<file path="src/rtl/tl_pkg.sv">
// Shared definitions for the traffic-light sensor conditioning block:
// state encodings, parameter defaults and phase-timer width.
package tl_pkg;

  localparam int unsigned TMR_W         = 4;
  localparam int unsigned DB_LEN_DEF    = 3;
  localparam int unsigned MIN_GREEN_DEF = 8;
  localparam int unsigned YEL_LEN_DEF   = 4;

  localparam logic [TMR_W-1:0] TMR_MAX = '1;

  typedef enum logic [1:0] {
    S_AG = 2'b00,
    S_AY = 2'b01,
    S_BG = 2'b10,
    S_BY = 2'b11
  } tl_state_e;

  // Increment that holds at the top of the timer range instead of wrapping.
  function automatic logic [TMR_W-1:0] sat_inc(input logic [TMR_W-1:0] v);
    return (v == TMR_MAX) ? v : v + TMR_W'(1);
  endfunction

endpackage

</file>
<file path="src/rtl/tl_debounce.sv">
// Two-flop synchronizer followed by a run-length debounce filter for one
// asynchronous car sensor.
module tl_debounce
  import tl_pkg::*;
#(
  parameter int unsigned DB_LEN = DB_LEN_DEF
) (
  input  logic clk,
  input  logic reset,
  input  logic raw,
  output logic filt
);

  localparam logic [TMR_W-1:0] DB_LAST = TMR_W'(DB_LEN - 1);

  logic             sync_1;
  logic             sync_2;
  logic [TMR_W-1:0] db_cnt;

  // db_cnt counts consecutive synchronized samples that disagree with filt.
  always_ff @(posedge clk) begin
    if (reset) begin
      sync_1 <= 1'b0;
      sync_2 <= 1'b0;
      filt   <= 1'b0;
      db_cnt <= '0;
    end else begin
      sync_1 <= raw;
      sync_2 <= sync_1;
      if (sync_2 == filt) begin
        db_cnt <= '0;
      end else if (db_cnt == DB_LAST) begin
        filt   <= ~filt;
        db_cnt <= '0;
      end else begin
        db_cnt <= db_cnt + TMR_W'(1);
      end
    end
  end

endmodule

</file>
<file path="src/rtl/tl_sensor_cond.sv">
// Conditions the two street sensors and times the current light phase to
// produce the traffic inputs and load enable for the light state register.
module tl_sensor_cond
  import tl_pkg::*;
#(
  parameter int unsigned DB_LEN    = DB_LEN_DEF,
  parameter int unsigned MIN_GREEN = MIN_GREEN_DEF,
  parameter int unsigned YEL_LEN   = YEL_LEN_DEF
) (
  input  logic clk,
  input  logic reset,
  input  logic raw_a,
  input  logic raw_b,
  input  logic Q1,
  input  logic Q0,
  output logic Ta,
  output logic Tb,
  output logic st_en
);

  if (DB_LEN < 1 || DB_LEN > 15 || MIN_GREEN < 1 || MIN_GREEN > 15 ||
      YEL_LEN < 1 || YEL_LEN > 15) begin : g_param_check
    $error("tl_sensor_cond: parameters must lie in 1..15");
  end

  localparam logic [TMR_W-1:0] MIN_GREEN_T = TMR_W'(MIN_GREEN);
  localparam logic [TMR_W-1:0] YEL_LAST_T  = TMR_W'(YEL_LEN - 1);

  logic [1:0]       q;
  logic [1:0]       prev;
  logic             q_chg;
  logic [TMR_W-1:0] cnt;
  logic [TMR_W-1:0] t;
  logic             filt_a;
  logic             filt_b;

  tl_debounce #(.DB_LEN(DB_LEN)) u_db_a (
    .clk   (clk),
    .reset (reset),
    .raw   (raw_a),
    .filt  (filt_a)
  );

  tl_debounce #(.DB_LEN(DB_LEN)) u_db_b (
    .clk   (clk),
    .reset (reset),
    .raw   (raw_b),
    .filt  (filt_b)
  );

  assign q     = {Q1, Q0};
  assign q_chg = (q != prev);
  assign t     = q_chg ? '0 : cnt;

  // Phase timer: cycles spent in the current state, saturating at TMR_MAX.
  always_ff @(posedge clk) begin
    if (reset) begin
      prev <= S_AG;
      cnt  <= '0;
    end else begin
      prev <= q;
      cnt  <= q_chg ? TMR_W'(1) : sat_inc(cnt);
    end
  end

  // Greens force their own street's traffic until MIN_GREEN has elapsed.
  always_comb begin
    Ta    = filt_a;
    Tb    = filt_b;
    st_en = 1'b0;
    if (q == S_AG && t < MIN_GREEN_T) Ta = 1'b1;
    if (q == S_BG && t < MIN_GREEN_T) Tb = 1'b1;
    if (q == S_AG || q == S_BG) st_en = 1'b1;
    else if (t >= YEL_LAST_T)   st_en = 1'b1;
  end

endmodule

</file>
<file path="config.mk">
export PLATFORM = sky130hd
export DESIGN_NAME = tl_sensor_cond
export DESIGN_NICKNAME = d
export VERILOG_FILES = /design/src/rtl/tl_pkg.sv /design/src/rtl/tl_debounce.sv /design/src/rtl/tl_sensor_cond.sv
export SDC_FILE = /design/constraint.sdc
export NUM_CORES = 1
export LEC_CHECK = 0
export CORE_MARGIN = 2
export CORE_UTILIZATION = 52
export CTS_CLUSTER_DIAMETER = 150
export DETAILED_ROUTE_END_ITERATION = 7
export GPL_ROUTABILITY_DRIVEN = 0
export PLACE_DENSITY_LB_ADDON = 0.2
export SLEW_MARGIN = 20
export SYNTH_ARGS = -nofsm -noshare
export SYNTH_HDL_FRONTEND = slang
export SYNTH_SLANG_ARGS = --single-unit
</file>
<file path="constraint.sdc">
create_clock -name clk -period 1.5 [get_ports clk]
set_input_delay 0.45 -clock clk [delete_from_list [all_inputs] [get_ports clk]]
set_output_delay 0.45 -clock clk [all_outputs]
set_load 0.005 [all_outputs]
</file>
# ---- Word level (Yosys, flattened, before mapping)
# Cells that the tools add are included.
dict set report word_totals {
  output_inout_bits 3
  n_memories 0
  ram_bits 0
  reg_bits 20
  latch_bits 0
  mem_bits_ro 0
  elab_cells 44
}
dict set report classes {
  muxes 7
  n_addsub 3
  n_eq_ne 8
  div 0
  n_lt_le_gt_ge 2
  reduce_logical 9
  mul 0
  bitwise 4
  shift 0
}
# op count
set op_table {}
lappend op_table {{adder 4 x 1 -> 4 bit (second input constant)} 3}
lappend op_table {{== test 4 x 2 -> 1 bit (second input constant)} 2}
lappend op_table {{2-to-1 mux 1 bit} 6}
lappend op_table {{OR reduction 3 bit} 2}
lappend op_table {{== test 4 bit (second input constant)} 1}
lappend op_table {{greater-or-equal comparator 4 x 2 -> 1 bit (second input constant)} 1}
lappend op_table {{< comparator 4 bit (second input constant)} 1}
lappend op_table {{2-to-1 mux 4 bit} 1}
lappend op_table {{NOT 1 bit} 4}
lappend op_table {{AND reduction 2 bit} 2}
lappend op_table {{== test 1 bit} 2}
lappend op_table {{== test 2 bit (second input constant)} 1}
lappend op_table {{logical AND 1 bit} 2}
lappend op_table {{zero test 2 bit} 1}
lappend op_table {{inequality test 2 bit} 1}
lappend op_table {{inequality test 2 bit (second input constant)} 1}
lappend op_table {{OR reduction 2 bit} 1}
lappend op_table {{logical OR 1 bit} 1}

# ---- Longest topological paths before layout
# Gate-level depths: netlist (run 1).
dict set report depth {
  word_depth 5
  depth_mapped 5
  depth_no_buf 5
}

# ---- By module
# A second synthesis (run 1) with hierarchy kept.
dict set report unflattened {
  hier_cells 80
  area_unflattened_um2 819.5
}
# mod area_per_inst_um2 instances cells_each seq_area_each_um2
set modules_own_cells {}
lappend modules_own_cells {tl_debounce 260.2 2 24 140.1}
lappend modules_own_cells {tl_sensor_cond 299.0 1 32 120.1}

# ---- Least setup slack after synthesis (run 1)
# No wires, ideal clock.
dict set report synth_path {
  kind {input port to output port}
  start {input Q0}
  end {output st_en}
  setup_slack_ns 0.118
  arrival_time_ns 0.932
  cell_stages 3
  path_cell_list {xnor2_1 nand2_1 o21ai_0}
}
dict set report synth_between {
  elab_chain_len 5
  word_cells_on_any_way 8
  cone_classes {order compare: 1; eq/ne: 2; mux: 3; reduce/logical: 2}
}
# element line
set synth_lines {}
lappend synth_lines {{start: declaration} tl_sensor_cond.sv:15} ;# input logic Q0,
lappend synth_lines {{inequality test 2 bit} tl_sensor_cond.sv:52} ;# assign q_chg = (q != prev);
lappend synth_lines {{2-to-1 mux 4 bit} tl_sensor_cond.sv:53} ;# assign t = q_chg ? '0 : cnt;
lappend synth_lines {{greater-or-equal comparator 4 x 2 -> 1 bit} tl_sensor_cond.sv:74} ;# else if (t >= YEL_LAST_T) st_en = 1'b1;
lappend synth_lines {{2-to-1 mux 1 bit} tl_sensor_cond.sv:74}
lappend synth_lines {{2-to-1 mux 1 bit (*)} tl_sensor_cond.sv:73} ;# if (q == S_AG || q == S_BG) st_en = 1'b1;
lappend synth_lines {{end: declaration} tl_sensor_cond.sv:18} ;# output logic st_en
# Every way passes the cells marked *; elsewhere a longest branch is shown, timed or not.

# ---- Worst setup path after layout (run 1)
dict set report layout_path {
  start {register prev[1]}
  end {output Tb}
}
dict set report layout_between {
  elab_chain_len 5
}
# element line
set layout_lines {}
lappend layout_lines {{start: declaration} tl_sensor_cond.sv:30} ;# logic [1:0] prev;
lappend layout_lines {{start signal: assignment} tl_sensor_cond.sv:61} ;# prev <= q;
lappend layout_lines {{inequality test 2 bit} tl_sensor_cond.sv:52}
lappend layout_lines {{2-to-1 mux 4 bit} tl_sensor_cond.sv:53}
lappend layout_lines {{< comparator 4 bit} tl_sensor_cond.sv:72} ;# if (q == S_BG && t < MIN_GREEN_T) Tb = 1'b1;
lappend layout_lines {{logical AND 1 bit} tl_sensor_cond.sv:72}
lappend layout_lines {{2-to-1 mux 1 bit} tl_sensor_cond.sv:72}
lappend layout_lines {{end: declaration} tl_sensor_cond.sv:17} ;# output logic Tb,
# No other way between the ends.

==> results.txt, run 1 <==
Slowest stage delay, CP = 0.37 ns
Max VDD drop = 0.677 mV
Clock transition at path regs = 0.11 ns
Final hold violations = 0
Ys async rst share = 0%
Synth top cells by count = dfxtp_1, nor2_1, xnor2_1
Status = finished, violations left
CP required = 1.05 ns
Met2 WL post-DR = 695 µm
Tcrit/Tclk final = 108%
Clock Tree Buf Depth = 2
CTS tree = built
CP arrival = 1.17 ns
Io pins = 9
Netlist area before placement = 827 µm²
ANT nets after route = 0
Seq pwr share = 51.3%
Delay-heaviest family, CP = flip-flops
Initial DRC count = 7
Layout Nets = 115
CTS Sinks = 20
Crit path cell chain = buf_6, nand3b_1, a31o_2, buf_2
Skew-Pair Late Insertion Delay = 0.29 ns
Slew @ Worst Pin = 0.239 ns
Setup violations, final = 3
Detailed Place HPWL = 1050 µm
Netlist cell types = 23
Relative slew slack = 84.0%
Seq. cell area = 404 µm²
Leakage = 0.444 nW
Internal power = 0.000871 W
Sequential area share after synthesis = 48.4%
CTS Buf Count = 3
Share of cells above drive strength 1 = 33.0%
DRT met1 WL = 644 µm
Critical path startpoint category = flip-flop
Total GRT Usage = 16.8%
Cell taking the most area after synthesis = dfxtp_1
Count leader, synth = dfxtp_1
Net count of the mapped netlist = 92
Final worst slack = -0.120 ns
H-tree Lvls = 1
FF-to-FF End = u_db_b.db_cnt[3]$_SDFF_PP0_
CP Launch Point = prev[1]$_SDFF_PP0_
Clk_skew = 0.00496 ns
Synth top area cells = dfxtp_1, ha_1, xnor2_1
Highest metal layer with signal wires = met4
DRC = 0
# diodes = 0
Wire per inst = 11.6 µm
Core area = 0.00151 mm²
Worst setup path end = Tb
Hold Path Depth = 1
CP Class = reg2out
R2R Setup Slk = 0.15 ns
Ys flop type = dfxtp_1
Clock power share = 39.9%
Reg2Reg Depth = 5
Full die area = 0.00193 mm²
Critical path fanouts, max = 2
Failing checks = negative setup slack
RSZ-0062 raised after global routing = true
Hold WS = 0.452 ns
HP Class = reg2reg
Syn Inst Count = 81
EDFF count, synth = 0
Port Buffers = 8
First-pass GRT wire length = 2340 µm
Final Max Tran Viols = 0
Power Density = 1010 mW/mm²
Wire length on met3 = 30 µm
Switching share of total power = 19.4%
CTS Root Cell = clkbuf_4
Max Clock Freq = 617 MHz
Vias = 613
Initial Util = 54.9%
Post-route insts no fill = 119
Die extent in x = 43.9 µm
WP buf/inv = 2
Routed wire length = 1380 µm
CP max stage cell = dfxtp_2
Worst reg2reg startpoint = u_db_b.db_cnt[0]$_SDFF_PP0_
Number of global-route vias before repair = 585
Comb power frac = 8.8%
# rows = 14
Largest net degree at the start of global routing = 13
Initial antenna violation count = 0
Worst Setup End Kind = primary output
Multi-input logic area = 434 µm²
FILL cells = 118
Synthesized area per cell = 10.2 µm²
Switch Pwr = 0.000209 W
Yosys top cell area share = 48.4%
Worst slack at placement = -0.826 ns
Chip Height = 43.9 µm
Tmin final = 1.62 ns
Placed insts = 114
Area Growth Syn to Fin = 30.0%
Max-Cap Viols = 0
First-pass iteration count of the detailed router = 3
CP Depth = 4
Syn. warnings = 0
Grt total ovfl = 0
Via-per-instance ratio = 5.15
#FFs+latches synth = 20
[cell type report]
cell class	instances	area share (%)
Inverter	5	1.75
Clock inverter	1	2.79
Tap cell	16	1.86
Clock buffer	3	2.10
Sequential cell	20	37.6
Timing Repair Buffer	19	13.5
Multi-Input combinational cell	55	40.4
[per-stage QoR]
| stage | TNS, ns | cell area [µm²] | util, % | power, W |
|---|---|---|---|---|
| 2_1_floorplan | 0 | 827 | - | 0.000601 |
| 3_3_place_gp | -2.76 | 998 | 66.3 | 0.000651 |
| 3_5_place_dp | -3.04 | 998 | 66.3 | 0.000653 |
| 4_1_cts | -0.304 | 1070 | 71.0 | 0.00109 |
| 5_1_grt | -0.477 | 1070 | 71.3 | 0.00112 |
| 6_report | -0.286 | 1070 | 71.3 | 0.00108 |
[power by group through the flow]
| stage | combinational [W] | sequential (W) | clock, W |
|---|---|---|---|
| floorplan | 0.0000368 | 0.000564 | 0 |
| global placement | 0.0000872 | 0.000564 | 0 |
| detailed placement | 0.0000885 | 0.000564 | 0 |
| CTS | 0.0000940 | 0.000554 | 0.000442 |
| global route | 0.000104 | 0.000557 | 0.000461 |
| finish | 0.0000949 | 0.000554 | 0.000431 |
[state kept, by name (all words and copies together) (netlist names)]
name and count:
cnt 4, prev 2, u_db_a.db_cnt 4, u_db_a.filt 1
u_db_a.sync_1 1, u_db_a.sync_2 1, u_db_b.db_cnt 4, u_db_b.filt 1
u_db_b.sync_1 1, u_db_b.sync_2 1
[metal layers]
layer | vias up | track usage [%]
met4 | 0 | 7.27
met5 | - | 0
li1 | 317 | -
met1 | 286 | 20.9
met3 | 2 | 3.75
met2 | 8 | 27.6
[worst min path at each step]
stage	from	to	slack [ns]
5_1_grt	u_db_a.sync_1$_SDFF_PP0_	u_db_a.sync_2$_SDFF_PP0_	0.47
6_report	u_db_a.sync_1$_SDFF_PP0_	u_db_a.sync_2$_SDFF_PP0_	0.45
3_3_place_gp	u_db_a.sync_1$_SDFF_PP0_	u_db_a.sync_2$_SDFF_PP0_	0.42
3_5_place_dp	u_db_a.sync_1$_SDFF_PP0_	u_db_a.sync_2$_SDFF_PP0_	0.43
4_1_cts	u_db_a.sync_1$_SDFF_PP0_	u_db_a.sync_2$_SDFF_PP0_	0.45
2_1_floorplan	u_db_a.sync_1$_SDFF_PP0_	u_db_a.sync_2$_SDFF_PP0_	0.41
[placed cells by master, fill, tap and decap left out, types with 4 or more instances in the layout]
| cell type | n |
|---|---|
| inv_1 | 5 |
| buf_4 | 9 |
| nor2_1 | 12 |
| nand3_1 | 4 |
| ha_1 | 5 |
| xnor2_1 | 5 |
| nor2b_1 | 5 |
| buf_2 | 5 |
| dfxtp_1 | 17 |
[worst reg2reg max path, delay by kind of cell, from the launching register on]
| kind | cells | cell delay [ns] |
|---|---|---|
| buf+inv | 1 | 0.06 |
| fa+ha+maj | 1 | 0.19 |
| flops | 1 | 0.39 |
| simple gates | 3 | 0.66 |
[cells by family (layout without fill, tap and decap cells)]
logic type	after synthesis	in the layout	share of synthesized area, %
xor+xnor	9	9	9.53
flops	20	20	48.4
simple gates	32	32	22.1
buf+inv	6	28	2.72
compound gates	6	6	6.05
fa+ha+maj	5	5	7.56
mux	3	3	3.63
[repair_timing]
action,in CTS,in global routing
cloned,0,0
endpoints found under the hold margin,0,0
setup endpoints to repair,3,3
gates resized for setup,30,1
hold buffers,0,0
pin swaps,5,0
setup buffers,1,0
Power figures use the tool's default switching activity.
==> inputs of run 2 (changes only) <==
--- a/config.mk
+++ b/config.mk
@@ -5,10 +5,12 @@
 export SDC_FILE = /design/constraint.sdc
 export NUM_CORES = 1
 export LEC_CHECK = 0
+export ABC_AREA = 1
 export CORE_MARGIN = 2
-export CORE_UTILIZATION = 52
+export CORE_UTILIZATION = 59
 export CTS_CLUSTER_DIAMETER = 150
 export DETAILED_ROUTE_END_ITERATION = 7
+export DONT_BUFFER_PORTS = 1
 export GPL_ROUTABILITY_DRIVEN = 0
 export PLACE_DENSITY_LB_ADDON = 0.2
 export SLEW_MARGIN = 20
==> constraint.sdc (replaced) <==
create_clock -name clk -period 1.8 [get_ports clk]
set_input_delay 0.54 -clock clk [delete_from_list [all_inputs] [get_ports clk]]
set_output_delay 0.54 -clock clk [all_outputs]
set_load 0.005 [all_outputs]
==> run 2 against run 1 <==
- the run now ends clean
- setup slack better by 0.23 ns
- combinational power decreased by 51%
- non-clock buffer count is 19 lower
- sequential share of layout area is 5.8 points higher
- critical path depth rose by 3
- total power down 35%
- largest cell class unchanged
- highest routed layer is now met3
==> results.txt, run 2 <==
CP arrival = 1.15 ns (-0.02 ns)
CP Class = reg2out
Syn. warnings = 0 (unchanged)
Syn Inst Count = 113 (+40%)
Clk_skew = 0.00869 ns (+0.00373 ns)
Critical path startpoint category = flip-flop
Ys flop type = dfxtp_1
Full die area = 0.00182 mm² (-5.3%)
TNS Setup = 0 ns (+0.286 ns)
Sequential area share after synthesis = 45.3% (-3.1 points)
H-tree Lvls = 1 (unchanged)
Ys async rst share = 0% (unchanged)
Post-route cell area = 926 µm² (-14%)
Die extent in x = 42.7 µm (-2.7%)
Setup violations, final = 0 (-3)
Crit path cell chain = inv_1, nand2_1, nand2_1, nor2_4, nand2_2, nand2_1, nand2_1
Max Clock Freq = 590 MHz
Seq pwr share = 65.4% (+14 points)
CTS Buf Count = 3 (unchanged)
Relative slew slack = 86.8% (+2.8 points)
Tcrit/Tclk final = 94.1%
Number of global-route vias before repair = 620 (+6.0%)
Synthesized area per cell = 7.82 µm² (-23%)
RSZ-0062 raised after global routing = false
ANT nets after route = 0 (unchanged)
Yosys top cell area share = 45.3% (-3.1 points)
HP Class = in2reg
Area of placed instances = 902 µm² (-9.6%)
Final hold violations = 0 (unchanged)
Routed wire length = 1260 µm (-9.1%)
Switch Pwr = 0.000157 W (-25%)
Hold-fix buffers, CTS = 0 (unchanged)
Cell taking the most area after synthesis = dfxtp_1
Delay-heaviest family, CP = simple AND/OR/NAND/NOR gates
Worst slack at placement = 0.213 ns (+1.04 ns)
First-pass GRT wire length = 2420 µm (+3.2%)
Netlist area before placement = 883 µm² (+6.8%)
Area Growth Syn to Fin = 4.82%
Most frequent cell on the critical path = nand2_1
Initial Util = 65.4% (+11 points)
Internal power = 0.000549 W (-37%)
First-pass iteration count of the detailed router = 4 (+1)
Via-per-instance ratio = 5.07 (-1.6%)
Detailed Place HPWL = 1020 µm (-3.0%)
Final Max Tran Viols = 0 (unchanged)
Critical path fanouts, max = 4 (+2)
Commonest non-fill, non-tap cell in the layout = nand2_1
Net count of the mapped netlist = 124 (+35%)
Synth top cells by count = nand2_1, dfxtp_1, nor2_1, inv_1, ha_1
Clock power share = 28.1% (-12 points)
Port Buffers = 0 (-8)
Synth top area cells = dfxtp_1, nand2_1, nor2_1
Total GRT Usage = 17.2% (+0.48 points)
Tmin final = 1.69 ns
CP required = 1.26 ns (+0.21 ns)
CTS Root Cell = clkbuf_4
Initial DRC count = 6 (-1)
Comb power frac = 6.6% (-2.2 points)
# diodes = 0 (unchanged)
Io pins = 9 (unchanged)
Clock Tree Buf Depth = 2 (unchanged)
CP max stage cell = dfxtp_1
Initial antenna violation count = 0 (unchanged)
Tot Pwr = 0.000707 W (-35%)
WP buf/inv = 1 (-1)
Chip Height = 42.7 µm (-2.7%)
Slowest stage delay, CP = 0.34 ns (-0.03 ns)
Most frequent cells in the layout = nand2_1, nor2_1, dfxtp_1, inv_1, ha_1
Status = completed
EDFF count, synth = 0 (unchanged)
Max VDD drop = 0.570 mV (-16%)
Leakage = 0.407 nW (-8.4%)
Core area = 0.00135 mm² (-10%)
Vias = 664 (+8.3%)
Max-Cap Viols = 0 (unchanged)
Switching share of total power = 22.3% (+2.9 points)
Skew-Pair Late Insertion Delay = 0.29 ns (about the same)
Top flop regs = cnt: 4 flops, u_db_a.db_cnt: 4 flops, u_db_b.db_cnt: 4 flops
Share of cells above drive strength 1 = 17.2% (-16 points)
Grt total ovfl = 0 (unchanged)
CTS tree = built
CTS Sinks = 20 (unchanged)
Count leader, synth = nand2_1
Worst Setup End Kind = primary output
#FFs+latches synth = 20 (unchanged)
Postcts setup bufs = 0 (-1)
Layout Nets = 129 (+12%)
Final worst slack = 0.106 ns (+0.227 ns)
Post-CTS sizing = 0 (-100%)
# rows = 13 (-1)
DRC = 0 (unchanged)
Netlist cell types = 19 (-17%)
Largest net degree at the start of global routing = 11 (-2)
Slew @ Worst Pin = 0.195 ns (-0.0442 ns)
Clock transition at path regs = 0.09 ns (-0.02 ns)
Power Density = 763 mW/mm² (-24%)
Wire per inst = 9.58 µm (-17%)
## run 2: changes by cell type after synthesis, moves of 4 or more
cell and delta:
a21oi_2 +4, inv_1 +9, nand2_1 +21, nand2_2 +4, nor2_1 +8, nor2b_1 -5
xnor2_1 -5
## run 2: layer usage
layer / share of wire, % / GRT usage (%)
met3: 4.8 / 7.66
met1: 45 / 18.9
met2: 51 / 30.3
met4: 0 / 3.75
met5: 0 / 0
## run 2: worst reg2reg max path, cell delays in order, from the launching register on
cell and delay (ns):
dfxtp_1 0.39, ha_1 0.18, nand2_1 0.07, inv_1 0.09, nand2_1 0.07, nand2_1 0.07
nand3_1 0.07, nand2_1 0.07, inv_1 0.04
## run 2: final cells by class
type | count | area [µm²]
Fill cell | 117 | 424
Tap cell | 15 | 18.8
Sequential cell | 20 | 402
Multi-Input combinational cell | 75 | 413
Inverter | 18 | 70.1
Clock buffer | 3 | 22.5
## run 2: kinds of logic (layout without fill, tap and decap cells)
group	count (synthesis)	after routing	synth area share, %
AND/OR/NAND/NOR	53	53	26.2
adder cells (fa/ha/maj)	5	5	7.08
buffers and inverters	18	21	7.93
flip-flops	20	20	45.3
AO/OA/AOI/OAI	13	13	9.49
XOR/XNOR	4	4	3.97
## run 2: final timing paths
check | slack, ns | start | cells past startpoint | end
setup / recovery | 0.11 | prev[1]$_SDFF_PP0_ | 7 | Tb
setup reg to reg | 0.67 | cnt[0]$_SDFFE_PP0P_ | 8 | cnt[0]$_SDFFE_PP0P_
hold reg to reg | 0.42 | u_db_b.sync_1$_SDFF_PP0_ | 2 | u_db_b.sync_2$_SDFF_PP0_
hold / removal | 0.30 | reset | 1 | prev[0]$_SDFF_PP0_
## run 2: power groups by stage
stage | logic, W | registers [W] | clock network (W)
after detailed placement | 0.0000473 | 0.000472 | 0
after global routing | 0.0000548 | 0.000464 | 0.000224
after floorplan | 0.0000407 | 0.000470 | 0
after global placement | 0.0000450 | 0.000471 | 0
after CTS | 0.0000475 | 0.000462 | 0.000205
final | 0.0000466 | 0.000462 | 0.000198
## run 2: metrics by stage
| stage | hold WS, ns | utilization [%] | cells |
|---|---|---|---|
| 2_1_floorplan | 0.388 | - | 113 |
| 3_3_place_gp | 0.392 | 66.8 | 128 |
| 3_5_place_dp | 0.411 | 66.8 | 128 |
| 4_1_cts | 0.297 | 68.5 | 131 |
| 5_1_grt | 0.284 | 68.6 | 131 |
| 6_report | 0.304 | 68.6 | 131 |
